[src/rtl/df96_to_int.sv]
// DF96 decimal float to 96-bit signed/unsigned integer: align, BCD accumulate, scale, round, saturate.
// Finite result after A+20+S+2 enabled cycles (specials after 2); ld restarts at any time, ce stalls everything.
module df96_to_int (
  input  logic        clk,
  input  logic        rst,
  input  logic        ce,
  input  logic        ld,
  input  logic        op,
  input  logic [2:0]  rm,
  input  logic [95:0] i,
  output logic [95:0] o,
  output logic        done,
  output logic        ovf
);

  typedef enum logic [2:0] {IDLE, ALIGN, CONV, SCALE, ROUND, FIN} state_t;

  state_t        state_q, state_d;
  logic [79:0]   sig_q, sig_d;
  logic [99:0]   acc_q, acc_d;
  logic [3:0]    rd_q, rd_d;
  logic          sticky_q, sticky_d;
  logic          big_q, big_d;
  logic          sign_q, sign_d;
  logic          op_q, op_d;
  logic [2:0]    rm_q, rm_d;
  logic          nan_q, nan_d;
  logic          inf_q, inf_d;
  logic [4:0]    cnt_q, cnt_d;
  logic [4:0]    scl_q, scl_d;
  logic [95:0]   o_q, o_d;
  logic          ovf_q, ovf_d;
  logic          done_q, done_d;

  // Operand decode at load time
  logic [14:0]        ld_exp;
  logic signed [16:0] ld_e;
  logic signed [16:0] ld_ne;
  logic               ld_spc;
  logic               ld_neg;
  logic [4:0]         ld_acnt;
  logic [4:0]         ld_scnt;

  assign ld_exp  = i[94:80];
  assign ld_e    = $signed({2'b00, ld_exp}) - 17'sd16383;
  assign ld_ne   = -ld_e;
  assign ld_spc  = &ld_exp;
  assign ld_neg  = ld_e[16];
  assign ld_acnt = (ld_ne > 17'sd21) ? 5'd21 : ld_ne[4:0];
  assign ld_scnt = ld_neg ? 5'd0 : ((ld_e > 17'sd29) ? 5'd29 : ld_e[4:0]);

  logic round_up;
  logic any_frac;
  logic over;

  assign any_frac = (rd_q != 4'd0) | sticky_q;
  assign over     = big_q | inf_q | (|acc_q[99:96]);

  always_comb begin
    round_up = 1'b0;
    case (rm_q)
      3'd1:    round_up = 1'b0;
      3'd2:    round_up = any_frac & ~sign_q;
      3'd3:    round_up = any_frac & sign_q;
      3'd4:    round_up = (rd_q >= 4'd5);
      default: round_up = (rd_q > 4'd5) | ((rd_q == 4'd5) & (sticky_q | acc_q[0]));
    endcase
  end

  always_ff @(posedge clk) begin
    if (rst) begin
      state_q <= IDLE;
    end else if (ce) begin
      state_q <= state_d;
    end
  end

  // Specials route through ROUND (rd and sticky are clear) so they finish in two cycles
  always_comb begin
    state_d = state_q;
    if (ld) begin
      state_d = ld_spc ? ROUND : (ld_neg ? ALIGN : CONV);
    end else begin
      case (state_q)
        ALIGN:   if (cnt_q == 5'd0) state_d = CONV;
        CONV:    if (cnt_q == 5'd0) state_d = (scl_q != 5'd0) ? SCALE : ROUND;
        SCALE:   if (cnt_q == 5'd0) state_d = ROUND;
        ROUND:   state_d = FIN;
        FIN:     state_d = IDLE;
        default: state_d = IDLE;
      endcase
    end
  end

  always_comb begin
    sig_d    = sig_q;
    acc_d    = acc_q;
    rd_d     = rd_q;
    sticky_d = sticky_q;
    big_d    = big_q;
    sign_d   = sign_q;
    op_d     = op_q;
    rm_d     = rm_q;
    nan_d    = nan_q;
    inf_d    = inf_q;
    cnt_d    = cnt_q;
    scl_d    = scl_q;
    o_d      = o_q;
    ovf_d    = ovf_q;
    done_d   = done_q;
    if (ld) begin
      sig_d    = i[79:0];
      acc_d    = '0;
      rd_d     = 4'd0;
      sticky_d = 1'b0;
      big_d    = 1'b0;
      sign_d   = i[95];
      op_d     = op;
      rm_d     = rm;
      nan_d    = ld_spc & (|i[79:0]);
      inf_d    = ld_spc & ~(|i[79:0]);
      cnt_d    = ld_neg ? (ld_acnt - 5'd1) : 5'd19;
      scl_d    = ld_scnt;
      done_d   = 1'b0;
    end else begin
      case (state_q)
        ALIGN: begin
          sig_d    = {4'h0, sig_q[79:4]};
          rd_d     = sig_q[3:0];
          sticky_d = sticky_q | (rd_q != 4'd0);
          cnt_d    = (cnt_q == 5'd0) ? 5'd19 : (cnt_q - 5'd1);
        end
        CONV: begin
          acc_d = (acc_q << 3) + (acc_q << 1) + {96'd0, sig_q[79:76]};
          sig_d = {sig_q[75:0], 4'h0};
          cnt_d = (cnt_q == 5'd0) ? (scl_q - 5'd1) : (cnt_q - 5'd1);
        end
        SCALE: begin
          // Once past 2^96 the value is saturated anyway; freezing acc keeps it inside 100 bits
          if (big_q || (|acc_q[99:96])) begin
            big_d = 1'b1;
          end else begin
            acc_d = (acc_q << 3) + (acc_q << 1);
          end
          cnt_d = cnt_q - 5'd1;
        end
        ROUND: begin
          if (round_up) acc_d = acc_q + 100'd1;
        end
        FIN: begin
          done_d = 1'b1;
          if (nan_q) begin
            o_d   = '0;
            ovf_d = 1'b1;
          end else if (!op_q) begin
            if (sign_q) begin
              o_d   = '0;
              ovf_d = over | (acc_q != 100'd0);
            end else if (over) begin
              o_d   = '1;
              ovf_d = 1'b1;
            end else begin
              o_d   = acc_q[95:0];
              ovf_d = 1'b0;
            end
          end else if (!sign_q) begin
            if (over || acc_q[95]) begin
              o_d   = {1'b0, {95{1'b1}}};
              ovf_d = 1'b1;
            end else begin
              o_d   = acc_q[95:0];
              ovf_d = 1'b0;
            end
          end else begin
            if (over || (acc_q[95] && (|acc_q[94:0]))) begin
              o_d   = {1'b1, 95'd0};
              ovf_d = 1'b1;
            end else begin
              o_d   = 96'd0 - acc_q[95:0];
              ovf_d = 1'b0;
            end
          end
        end
        default: ;
      endcase
    end
  end

  always_ff @(posedge clk) begin
    if (rst) begin
      sig_q    <= '0;
      acc_q    <= '0;
      rd_q     <= 4'd0;
      sticky_q <= 1'b0;
      big_q    <= 1'b0;
      sign_q   <= 1'b0;
      op_q     <= 1'b0;
      rm_q     <= 3'd0;
      nan_q    <= 1'b0;
      inf_q    <= 1'b0;
      cnt_q    <= 5'd0;
      scl_q    <= 5'd0;
      o_q      <= '0;
      ovf_q    <= 1'b0;
      done_q   <= 1'b0;
    end else if (ce) begin
      sig_q    <= sig_d;
      acc_q    <= acc_d;
      rd_q     <= rd_d;
      sticky_q <= sticky_d;
      big_q    <= big_d;
      sign_q   <= sign_d;
      op_q     <= op_d;
      rm_q     <= rm_d;
      nan_q    <= nan_d;
      inf_q    <= inf_d;
      cnt_q    <= cnt_d;
      scl_q    <= scl_d;
      o_q      <= o_d;
      ovf_q    <= ovf_d;
      done_q   <= done_d;
    end
  end

  assign o    = o_q;
  assign ovf  = ovf_q;
  assign done = done_q;

endmodule

[config.mk]
export PLATFORM = sky130hd
export DESIGN_NAME = df96_to_int
export DESIGN_NICKNAME = d
export VERILOG_FILES = /design/src/rtl/df96_to_int.sv
export SDC_FILE = /design/constraint.sdc
export NUM_CORES = 2
export LEC_CHECK = 0
export CAP_MARGIN = 0
export CORE_AREA = 2 2 222 224
export CTS_CLUSTER_DIAMETER = 40
export DETAILED_ROUTE_END_ITERATION = 12
export DIE_AREA = 0 0 224 226
export PLACE_DENSITY = 0.85
export SETUP_SLACK_MARGIN = 0.02
export SYNTH_ARGS = -nofsm -noshare
export SYNTH_HDL_FRONTEND = slang
export SYNTH_SLANG_ARGS = --single-unit
[constraint.sdc]
create_clock -name clk -period 12.8 [get_ports clk]
set_clock_uncertainty 0.15 [all_clocks]
set_input_delay 3.2 -clock clk [delete_from_list [all_inputs] [get_ports clk]]
set_output_delay 3.2 -clock clk [all_outputs]
set_load 0.05 [all_outputs]
==> reports/results.ini <==
[placed_design]
dp_hpwl_um=84200
portBuffers=201
globalplace.congestion=1.01
pre_cts_ws_ns=5.04
place_inst=5138

[timing]
finalSetupViolCount=0
finalSetupTns_ns=0
timing.fmax_mhz=138
setup_slack_ns=5.55
worst_pin_slew_ns=1.26
timing.final.crit_share_pct=56.6
relSlewSlack_pct=15.3
drv_slew=0
rsz0062_at_grt=false
min_period_ns=7.25
finalHoldViolCount=0

[synth]
yosysWarnings=0
synthTopCellsByArea=dfxtp_1 (20%), a21oi_1 (9.8%), nand2_1 (7.9%)
ys_types=112
yosys.area_share.simple_pct=30.2
synth_top_area_share_pct=19.8
synth_top_family_by_area=compound AO/OA/AOI/OAI gates
synth_area_leader_cell=dfxtp_1
synth_mux_area_share_pct=3.55
synth_xor_area_share_pct=5.71
synthAdderAreaFrac_pct=4.50
ys_seq_elements=304
yosysSeqAreaShare_pct=19.8
synth_edf_count=0
synth_flop_cell=dfxtp_1
synth_compound_area_share_pct=30.4
syn_area_um2=30700
postSynthCellCount=4650
synth-async-reset-ratio_pct=0
syn_avg_cell_area_um2=6.59
syn-num-nets=4863
yosys-top-cells-count=nand2_1 (645), a21oi_1 (598), nor2_1 (516)
synth.most_common_cell=nand2_1

[cells_and_area]
syn_to_final_growth_pct=10.8
layoutNonFillerInstCount=5220
fin_nets=4777
post-route-util_pct=70.3
diodes=0
fillCellCount=4153
drive_gt1_share_pct=4.94

[setup_path]
r2r-end=acc_q[87]
rrSetupSlack_ns=6.18
crit_end=cnt_q[4]
r2r_cells=16
cp-startpoint=i[80]
crit_required_ns=13.08
path_class=primary input to flop
crit_arrival_ns=7.52
cp-end-kind=flop
critPathLaunchType=primary input
cp_max_fo=11
r2r-start=acc_q[1]

[clock_network]
cts_resized=0
cts_root_buf=clkbuf_16
clkSinkCount=304
clockBufferDepth=3
worstSkewPairLatency_ns=0.59
h-tree-depth=2
post_cts_buffers=0
cts_made_buffers=46
cts_tree=yes
clkTransAtPathRegs_ns=0.06
cts_hold_buffers=0

[pwr]
power_mw=2.81
vdd_drop_max_mv=0.104
p_per_area_nw_per_um2=82.7
p_leak_nw=11.9

[grt]
overflow=0
antenna_found_initial=1
grt_max_degree=122
grt_pass1_vias=32900
grt_pass1_wl_um=180000
grtUsageTotal_pct=44.2

[routing]
wire_per_inst_um=22.3
dr_total_vias=36700
ant_nets=0
drt-total-wl_um=117000
via_per_inst=7.04
drc=0
drt_pass1_iterations=7
drtIter0Drc=5306

[floorplanning]
rows=81
die_w_um=224
die-area_um2=50600
die_h_um=226
ioPinCount=202
initial_core_util_pct=63.4
core-area_um2=48300

[run_status]
status=complete, no violations

[hold_path]
holdCritPathClass=flop to flop

[run]
drv_cap=0

-- area by class of cell --
type,count,area [µm²],area share (%)
Inverter,61,229,0.674
Clock buffer,53,1220,3.59
Multi-Input combinational cell,3893,22900,67.3
Sequential cell,304,6090,17.9
Timing Repair Buffer,258,2440,7.20
Clock inverter,29,338,0.994
Tap cell,622,778,2.29
-- how the worst min path moves through the flow --
stage	from	end	slack, ns	cells past startpoint
6_report	o[0]	o[0]	0.32	2
2_1_floorplan	sig_q[4]	sig_q[4]	0.29	2
3_3_place_gp	o[0]	o[0]	0.29	2
5_1_grt	o[0]	o[0]	0.34	2
4_1_cts	o[1]	o[1]	0.32	2
3_5_place_dp	o[0]	o[0]	0.30	2
-- cells in the final DEF, fill, tap and decap left out, types with 55 or more instances in the layout --
master	instances
a211oi_1	60
a21oi_1	598
a22oi_1	69
buf_4	57
clkdlybuf4s50_1	199
dfxtp_1	302
ha_1	107
inv_1	60
mux2i_1	102
nand2_1	643
nand3_1	143
nand4_1	102
nor2_1	511
nor3_1	147
nor4_1	75
o21ai_0	354
or3_1	55
xnor2_1	121
xor2_1	79
-- layer usage --
| layer | part of all wire (%) | vias up | global-route usage (%) |
|---|---|---|---|
| met5 | 0 | - | 0 |
| met4 | 5.5 | 0 | 21.7 |
| met3 | 15 | 508 | 12.9 |
| met2 | 41 | 2673 | 66.1 |
| met1 | 38 | 16700 | 57.9 |
| li1 | - | 16900 | - |
-- where the power goes --
part	internal, mW	switching (mW)	leakage [nW]
Sequential	0.968	0.0311	2.46
Combinational	0.177	0.324	8.68
Clock	0.792	0.516	0.740
-- sequential cells by signal (all words and copies together), names as in the netlist, 3 cells and up --
signal and cells:
rm_q 3, sig_q 80, acc_q 100, rd_q 4, scl_q 5, cnt_q 5, o 96, state_q 3
-- worst max-delay path, stage by stage --
cell and delay, ns:
clkdlybuf4s50_1 0.67, ha_1 0.42, nand4_1 0.22, a2111oi_0 0.50, mux2i_1 0.14, o22ai_1 0.31, inv_1 0.09, a2111oi_0 0.36
nand3_1 0.13, nor4_1 0.28, o21ai_0 0.13, nand2_1 0.14, nand2_1 0.09, inv_1 0.08, ha_1 0.20, o2111ai_1 0.16
xnor2_1 0.16, o21ai_0 0.15, a21oi_1 0.07
-- logic make-up (layout without fill, tap and decap cells) --
family / count (synthesis) / count (layout)
AO/OA/AOI/OAI: 1531 / 1531
XOR/XNOR: 200 / 200
adder cells (fa/ha/maj): 109 / 109
buffers and inverters: 453 / 401
flip-flops: 304 / 304
multiplexers: 108 / 108
AND/OR/NAND/NOR: 1945 / 1945
-- stage by stage --
step                      instance area, µm²  hold slack [ns]
after floorplan                        30700            0.294
after global placement                 32400            0.294
after detailed placement               32400            0.302
after CTS                              34000            0.318
after global routing                   34000            0.341
final                                  34000            0.318
No activity file was read; power rests on OpenSTA's default activity.
